## config.mk

```make
export PLATFORM = sky130hd
export DESIGN_NAME = pwm_sample_scheduler
export DESIGN_NICKNAME = d
export VERILOG_FILES = /design/src/rtl/pwm_pkg.sv /design/src/rtl/sample_fifo.sv /design/src/rtl/pwm_sample_scheduler.sv
export SDC_FILE = /design/constraint.sdc
export NUM_CORES = 1
export LEC_CHECK = 0
export BUFFER_PORTS_ARGS = -buffer_cell sky130_fd_sc_hd__buf_2
export CORE_MARGIN = 3
export CORE_UTILIZATION = 35
export DETAILED_ROUTE_END_ITERATION = 12
export PLACE_DENSITY = 0.54
export SLEW_MARGIN = 25
export SYNTH_ARGS = -nofsm -noshare
export SYNTH_HDL_FRONTEND = slang
export SYNTH_SLANG_ARGS = --single-unit
```

## constraint.sdc

```tcl
create_clock -name clk -period 7.5 [get_ports clk]
set_clock_uncertainty 0.1 [all_clocks]
set_input_delay 1.5 -clock clk [delete_from_list [all_inputs] [get_ports clk]]
set_output_delay 1.5 -clock clk [all_outputs]
set_load 0.005 [all_outputs]
```

## src/rtl/pwm_pkg.sv

```systemverilog
// ============================================================================
// Module  : pwm_pkg
// Brief   : Shared sample width, idle output level and scheduler state codes.
// Revision: 1.0 - initial release
// ============================================================================
`default_nettype none

package pwm_pkg;

    localparam int SAMPLE_W = 11;

    localparam logic [SAMPLE_W-1:0] MIDSCALE_DEFAULT = 11'd1024;

    typedef enum logic [1:0] {
        ST_IDLE  = 2'd0,
        ST_PRIME = 2'd1,
        ST_PLAY  = 2'd2
    } sched_state_t;

endpackage

`default_nettype wire

```

## src/rtl/sample_fifo.sv

```systemverilog
// ============================================================================
// Module  : sample_fifo
// Brief   : Synchronous DEPTH-entry sample FIFO with occupancy count.
// Revision: 1.0 - initial release
// ============================================================================
`default_nettype none

module sample_fifo
    import pwm_pkg::*;
#(
    parameter int DEPTH = 16,
    parameter int WIDTH = SAMPLE_W
) (
    input  logic                     clk,
    input  logic                     reset_n,
    input  logic                     push,
    input  logic [WIDTH-1:0]         push_data,
    input  logic                     pop,
    output logic [WIDTH-1:0]         head,
    output logic [$clog2(DEPTH):0]   level,
    output logic                     full
);

    localparam int AW = $clog2(DEPTH);
    localparam int LW = AW + 1;
    localparam logic [LW-1:0] c_FULL_LEVEL = LW'(DEPTH);

    logic [WIDTH-1:0] r_mem [DEPTH];
    logic [AW-1:0]    r_wr_ptr;
    logic [AW-1:0]    r_rd_ptr;
    logic [LW-1:0]    r_level;
    logic             w_push;
    logic             w_pop;

    // Guard both sides so a misbehaving caller cannot corrupt the count.
    assign w_push = push && (r_level != c_FULL_LEVEL);
    assign w_pop  = pop && (r_level != '0);

    assign head  = r_mem[r_rd_ptr];
    assign level = r_level;
    assign full  = (r_level == c_FULL_LEVEL);

    always_ff @(posedge clk) begin
        if (w_push) begin
            r_mem[r_wr_ptr] <= push_data;
        end
    end

    always_ff @(posedge clk or negedge reset_n) begin
        if (!reset_n) begin
            r_wr_ptr <= '0;
            r_rd_ptr <= '0;
            r_level  <= '0;
        end else begin
            if (w_push) begin
                r_wr_ptr <= r_wr_ptr + AW'(1);
            end
            if (w_pop) begin
                r_rd_ptr <= r_rd_ptr + AW'(1);
            end
            case ({w_push, w_pop})
                2'b10:   r_level <= r_level + LW'(1);
                2'b01:   r_level <= r_level - LW'(1);
                default: r_level <= r_level;
            endcase
        end
    end

endmodule

`default_nettype wire

```

## src/rtl/pwm_sample_scheduler.sv

```systemverilog
// ============================================================================
// Module  : pwm_sample_scheduler
// Brief   : Buffers audio samples and releases one to the PWM stage per period.
// Revision: 1.0 - initial release
// ============================================================================
`default_nettype none

module pwm_sample_scheduler
    import pwm_pkg::*;
#(
    parameter int                  DEPTH       = 16,
    parameter int                  PERIOD      = 2048,
    parameter int                  PRIME_LEVEL = 8,
    parameter logic [SAMPLE_W-1:0] MIDSCALE    = MIDSCALE_DEFAULT
) (
    input  logic                     clk,
    input  logic                     reset_n,
    input  logic                     enable,
    input  logic                     s_valid,
    output logic                     s_ready,
    input  logic [SAMPLE_W-1:0]      s_data,
    input  logic                     clear_underrun,
    output logic [SAMPLE_W-1:0]      pwm_value,
    output logic                     sample_strobe,
    output logic                     underrun,
    output logic [$clog2(DEPTH):0]   level
);

    localparam int CW = (PERIOD > 1) ? $clog2(PERIOD) : 1;
    localparam int LW = $clog2(DEPTH) + 1;
    localparam logic [CW-1:0] c_CNT_LAST  = CW'(PERIOD - 1);
    localparam logic [LW-1:0] c_PRIME_LVL = LW'(PRIME_LEVEL);

    sched_state_t          r_state;
    logic [CW-1:0]         r_cnt;
    logic [SAMPLE_W-1:0]   r_pwm;
    logic                  r_strobe;
    logic                  r_underrun;

    logic                  w_full;
    logic [SAMPLE_W-1:0]   w_head;
    logic [LW-1:0]         w_level;
    logic                  w_due;
    logic                  w_pop;
    logic                  w_starve;

    assign s_ready = !w_full;

    // A disable in the same cycle as a due pop wins: nothing is consumed.
    assign w_due    = (r_state == ST_PLAY) && (r_cnt == c_CNT_LAST) && enable;
    assign w_pop    = w_due && (w_level != '0);
    assign w_starve = w_due && (w_level == '0);

    sample_fifo #(
        .DEPTH (DEPTH),
        .WIDTH (SAMPLE_W)
    ) u_fifo (
        .clk       (clk),
        .reset_n   (reset_n),
        .push      (s_valid && s_ready),
        .push_data (s_data),
        .pop       (w_pop),
        .head      (w_head),
        .level     (w_level),
        .full      (w_full)
    );

    always_ff @(posedge clk or negedge reset_n) begin
        if (!reset_n) begin
            r_state    <= ST_IDLE;
            r_cnt      <= '0;
            r_pwm      <= MIDSCALE;
            r_strobe   <= 1'b0;
            r_underrun <= 1'b0;
        end else begin
            r_strobe <= 1'b0;

            if (w_starve) begin
                r_underrun <= 1'b1;
            end else if (clear_underrun) begin
                r_underrun <= 1'b0;
            end

            if (!enable) begin
                r_state <= ST_IDLE;
                r_cnt   <= '0;
                r_pwm   <= MIDSCALE;
            end else begin
                case (r_state)
                    ST_IDLE: begin
                        r_cnt   <= '0;
                        r_pwm   <= MIDSCALE;
                        r_state <= ST_PRIME;
                    end
                    ST_PRIME: begin
                        // Loading the last count makes the first pop land one cycle later.
                        if (w_level >= c_PRIME_LVL) begin
                            r_state <= ST_PLAY;
                            r_cnt   <= c_CNT_LAST;
                        end
                    end
                    ST_PLAY: begin
                        r_cnt <= (r_cnt == c_CNT_LAST) ? '0 : r_cnt + CW'(1);
                        if (w_pop) begin
                            r_pwm    <= w_head;
                            r_strobe <= 1'b1;
                        end else if (w_starve) begin
                            r_state <= ST_PRIME;
                        end
                    end
                    default: begin
                        r_state <= ST_IDLE;
                        r_cnt   <= '0;
                        r_pwm   <= MIDSCALE;
                    end
                endcase
            end
        end
    end

    assign pwm_value     = r_pwm;
    assign sample_strobe = r_strobe;
    assign underrun      = r_underrun;
    assign level         = w_level;

endmodule

`default_nettype wire

```

==> results.sh <==
export IMPL_hold_viol_final=0
export IMPL_power_leakage_nw=3.44
export IMPL_yosys_area_top_type_share_pct=59.5
export IMPL_synthMuxAreaShare_pct=11.0
export IMPL_synthTopCellsByArea="edfxtp_1, dfrtp_1, mux4_2"
export IMPL_synth_common_cells="edfxtp_1, nand2_1, mux2i_1"
export IMPL_grt_pass1_vias=4976
export IMPL_worstSetupPathType="input pin to flip-flop"
export IMPL_peakVddDrop_mv=0.124
export IMPL_yosysWarnings=0
export IMPL_netlist_area_mm2=0.00888
export IMPL_final_layout_size_suffix_gt1_share_pct=19.4
export IMPL_p_per_area_mw_per_mm2=247
export IMPL_antenna_left=0
export IMPL_grt_max_degree=44
export IMPL_synth_seq_area_share_pct=70.5
export IMPL_firstDrtPassIters=5
export IMPL_fp_dieW_um=165
export IMPL_grt_util_all_layers_pct=15.2
export IMPL_synth_xor_area_share_pct=0.986
export IMPL_ctsLongestPathBuffers=3
export IMPL_fin_area_mm2=0.0102
export IMPL_clk_insertion_delay_late_ns=0.51
export IMPL_root_buffer="clkbuf_16"
export IMPL_grt_pass1_wl_um=30800
export IMPL_hold_path_class="flip-flop to flip-flop"
export IMPL_wirelength_um=20300
export IMPL_place_area_mm2=0.00939
export IMPL_arrival_ns=3.68
export IMPL_fmax_mhz=299
export IMPL_ys_ff_latch=215
export IMPL_ys_flop_type="edfxtp_1"
export IMPL_die_area_mm2=0.0273
export IMPL_start_util_pct=36.1
export IMPL_synth_cell_types=41
export IMPL_rsz0062_at_grt="false"
export IMPL_viasPerCell=5.30
export IMPL_areaGrowthSynthToFinish_pct=14.5
export IMPL_die_h_um=165
export IMPL_tritoncts="yes"
export IMPL_syn_nets=596
export IMPL_synth_top_family_by_area="multiplexers"
export IMPL_post_route_period_util_pct=44.6
export IMPL_grt_ovfl_total=0
export IMPL_place_congestion=0.847
export IMPL_relSlewSlack_pct=32.3
export IMPL_numPortBuffers=34
export IMPL_path_max_fanout=8
export IMPL_synth_compound_area_share_pct=6.37
export IMPL_fin_nets=633
export IMPL_synthSimpleGateAreaFrac_pct=6.48
export IMPL_synth_most_common_cell="edfxtp_1"
export IMPL_post_cts_buffers=0
export IMPL_io_pins=35
export IMPL_route_detailed_wl_per_inst_um=21.5
export IMPL_avgSynthCellArea_um2=15.7
export IMPL_drv_cap=0
export IMPL_ys_async_sr_fraction_pct=18.1
export IMPL_htree_levels=1
export IMPL_hpwlAfterDp_um=13300
export IMPL_yosysTopAreaCell="edfxtp_1"
export IMPL_postCtsHoldBufs=0
export IMPL_vias=5001
export IMPL_setup_viol=0
export IMPL_synth_edf_count=176
export IMPL_numCtsBuffers=23
export IMPL_antenna_found_initial=0
export IMPL_worst_ep_required_time_ns=7.83
export IMPL_core_area_mm2=0.0246
export IMPL_synthAdderAreaFrac_pct=2.20
export IMPL_slew_violations=0
export IMPL_crit_path_end_kind="flip-flop"
export IMPL_worstMarginPinSlew_ns=1.01
export IMPL_status="finished clean"
export IMPL_synth_cells=565
export IMPL_rows=57
export IMPL_period_needed_ns=3.35
export IMPL_finalSetupTns_ns=0
export IMPL_path_clk_slew_ns=0.06
export IMPL_crit_top_cell="nor3_1"
export IMPL_num_antenna_cells=0
export IMPL_ctsResizeCount=0
export IMPL_cpMaxStageDelayCell="fa_1"
export IMPL_start_kind="input pin"
export IMPL_path_cells="buf_2 > nand2_1 > nor3_1 > ha_1 > inv_1 > fa_1 > nor2b_1 > o21ai_0 > and3_1 > nor3_1 > xnor2_1"
export IMPL_first_iter_violations=310
export IMPL_cts_sinks=215
export IMPL_max_stage_delay_ns=0.41
export IMPL_drc=0
[logic make-up (layout without fill, tap and decap cells)]
logic type | count (synthesis) | count (layout)
AOI/OAI and AO/OA | 88 | 88
adders and majority gates | 15 | 15
xor gates and xnor gates | 10 | 10
and+or+nand+nor | 121 | 121
DFF | 215 | 215
muxes | 65 | 65
buffers and inverters | 51 | 105
[placed cells by master, fill, tap and decap left out, drive strengths merged, types with 2 or more instances in the layout]
cell type,netlist,routed
edfxtp,176,176
nand2,48,48
o21ai,40,40
mux2i,39,39
buf,12,39
dfrtp,38,38
mux4,26,26
clkbuf,15,26
inv,23,24
nor2,24,24
a221oi,19,19
ha,14,14
a21oi,12,12
and3,12,12
clkinv,1,12
nor3,11,11
a31oi,9,9
nand3,7,7
xnor2,7,7
nand4,5,5
bufinv,0,4
a21o,3,3
o22ai,3,3
xor2,3,3
and2,3,3
nor4,2,2
or4,2,2
nand2b,2,2
nor2b,2,2
[power by group]
part / internal, mW / total [mW] / switching (mW)
combinational: 0.0151 / 0.0625 / 0.0473
clock: 0.699 / 1.15 / 0.450
sequential: 1.30 / 1.30 / 0.00679
[metal layers]
layer / wire length (um) / global-route usage, % / share of wire (%) / vias up
met5: 0 / 0 / 0 / -
met4: 544 / 4.96 / 2.7 / 0
met3: 1050 / 2.79 / 5.2 / 34
met2: 9490 / 24.0 / 47 / 143
met1: 9200 / 21.3 / 45 / 2575
li1: - / - / - / 2249
[flip-flops by register name, indices dropped and copies added (netlist names)]
register / flops
pwm_value: 11
u_fifo.r_wr_ptr: 4
u_fifo.r_rd_ptr: 4
r_state: 2
underrun: 1
r_cnt: 11
u_fifo.r_mem: 176
sample_strobe: 1
u_fifo.level: 5
[critical path, delay by kind of cell]
family                     cells  cell delay (ns)
and+or+nand+nor                5             0.98
buffers and inverters          2             0.25
adders and majority gates      2             0.70
AOI/OAI and AO/OA              1             0.11
xor gates and xnor gates       1             0.14
[worst paths after layout]
path	from	endpoint	slack, ns	cells after the start
worst max-delay path	enable	u_fifo.level[4]	4.15	11
worst min-delay path	pwm_value[10]	pwm_value[10]	0.36	2
worst max register to register	r_cnt[0]	u_fifo.level[4]	4.17	12
worst min register to register	pwm_value[10]	pwm_value[10]	0.36	2
max in group asynchronous	reset_n	u_fifo.r_rd_ptr[0]	6.00	1
min in group asynchronous	reset_n	u_fifo.level[0]	0.88	1
[area by class of cell]
cell class                      count  area [um^2]
Clock buffer                       26          587
Clock inverter                     16          178
Fill cell                        2220        14400
Inverter                           24         90.1
Multi-Input combinational cell    299         2430
Sequential cell                   215         6270
Tap cell                          324          405
Timing Repair Buffer               39          210
[per-stage QoR]
step | util (%) | hold WS [ns] | worst slack (ns) | power, mW | cells
after detailed placement | 38.2 | 0.354 | 3.66 | 1.39 | 901
after global placement | 38.2 | 0.347 | 3.77 | 1.39 | 901
after global routing | 41.3 | 0.393 | 4.00 | 2.59 | 943
final | 41.3 | 0.359 | 4.15 | 2.52 | 943
after floorplan | - | 0.349 | 3.86 | 1.35 | 565
after CTS | 41.3 | 0.363 | 4.19 | 2.54 | 943
Note: power is estimated with default switching activity, not from simulation.
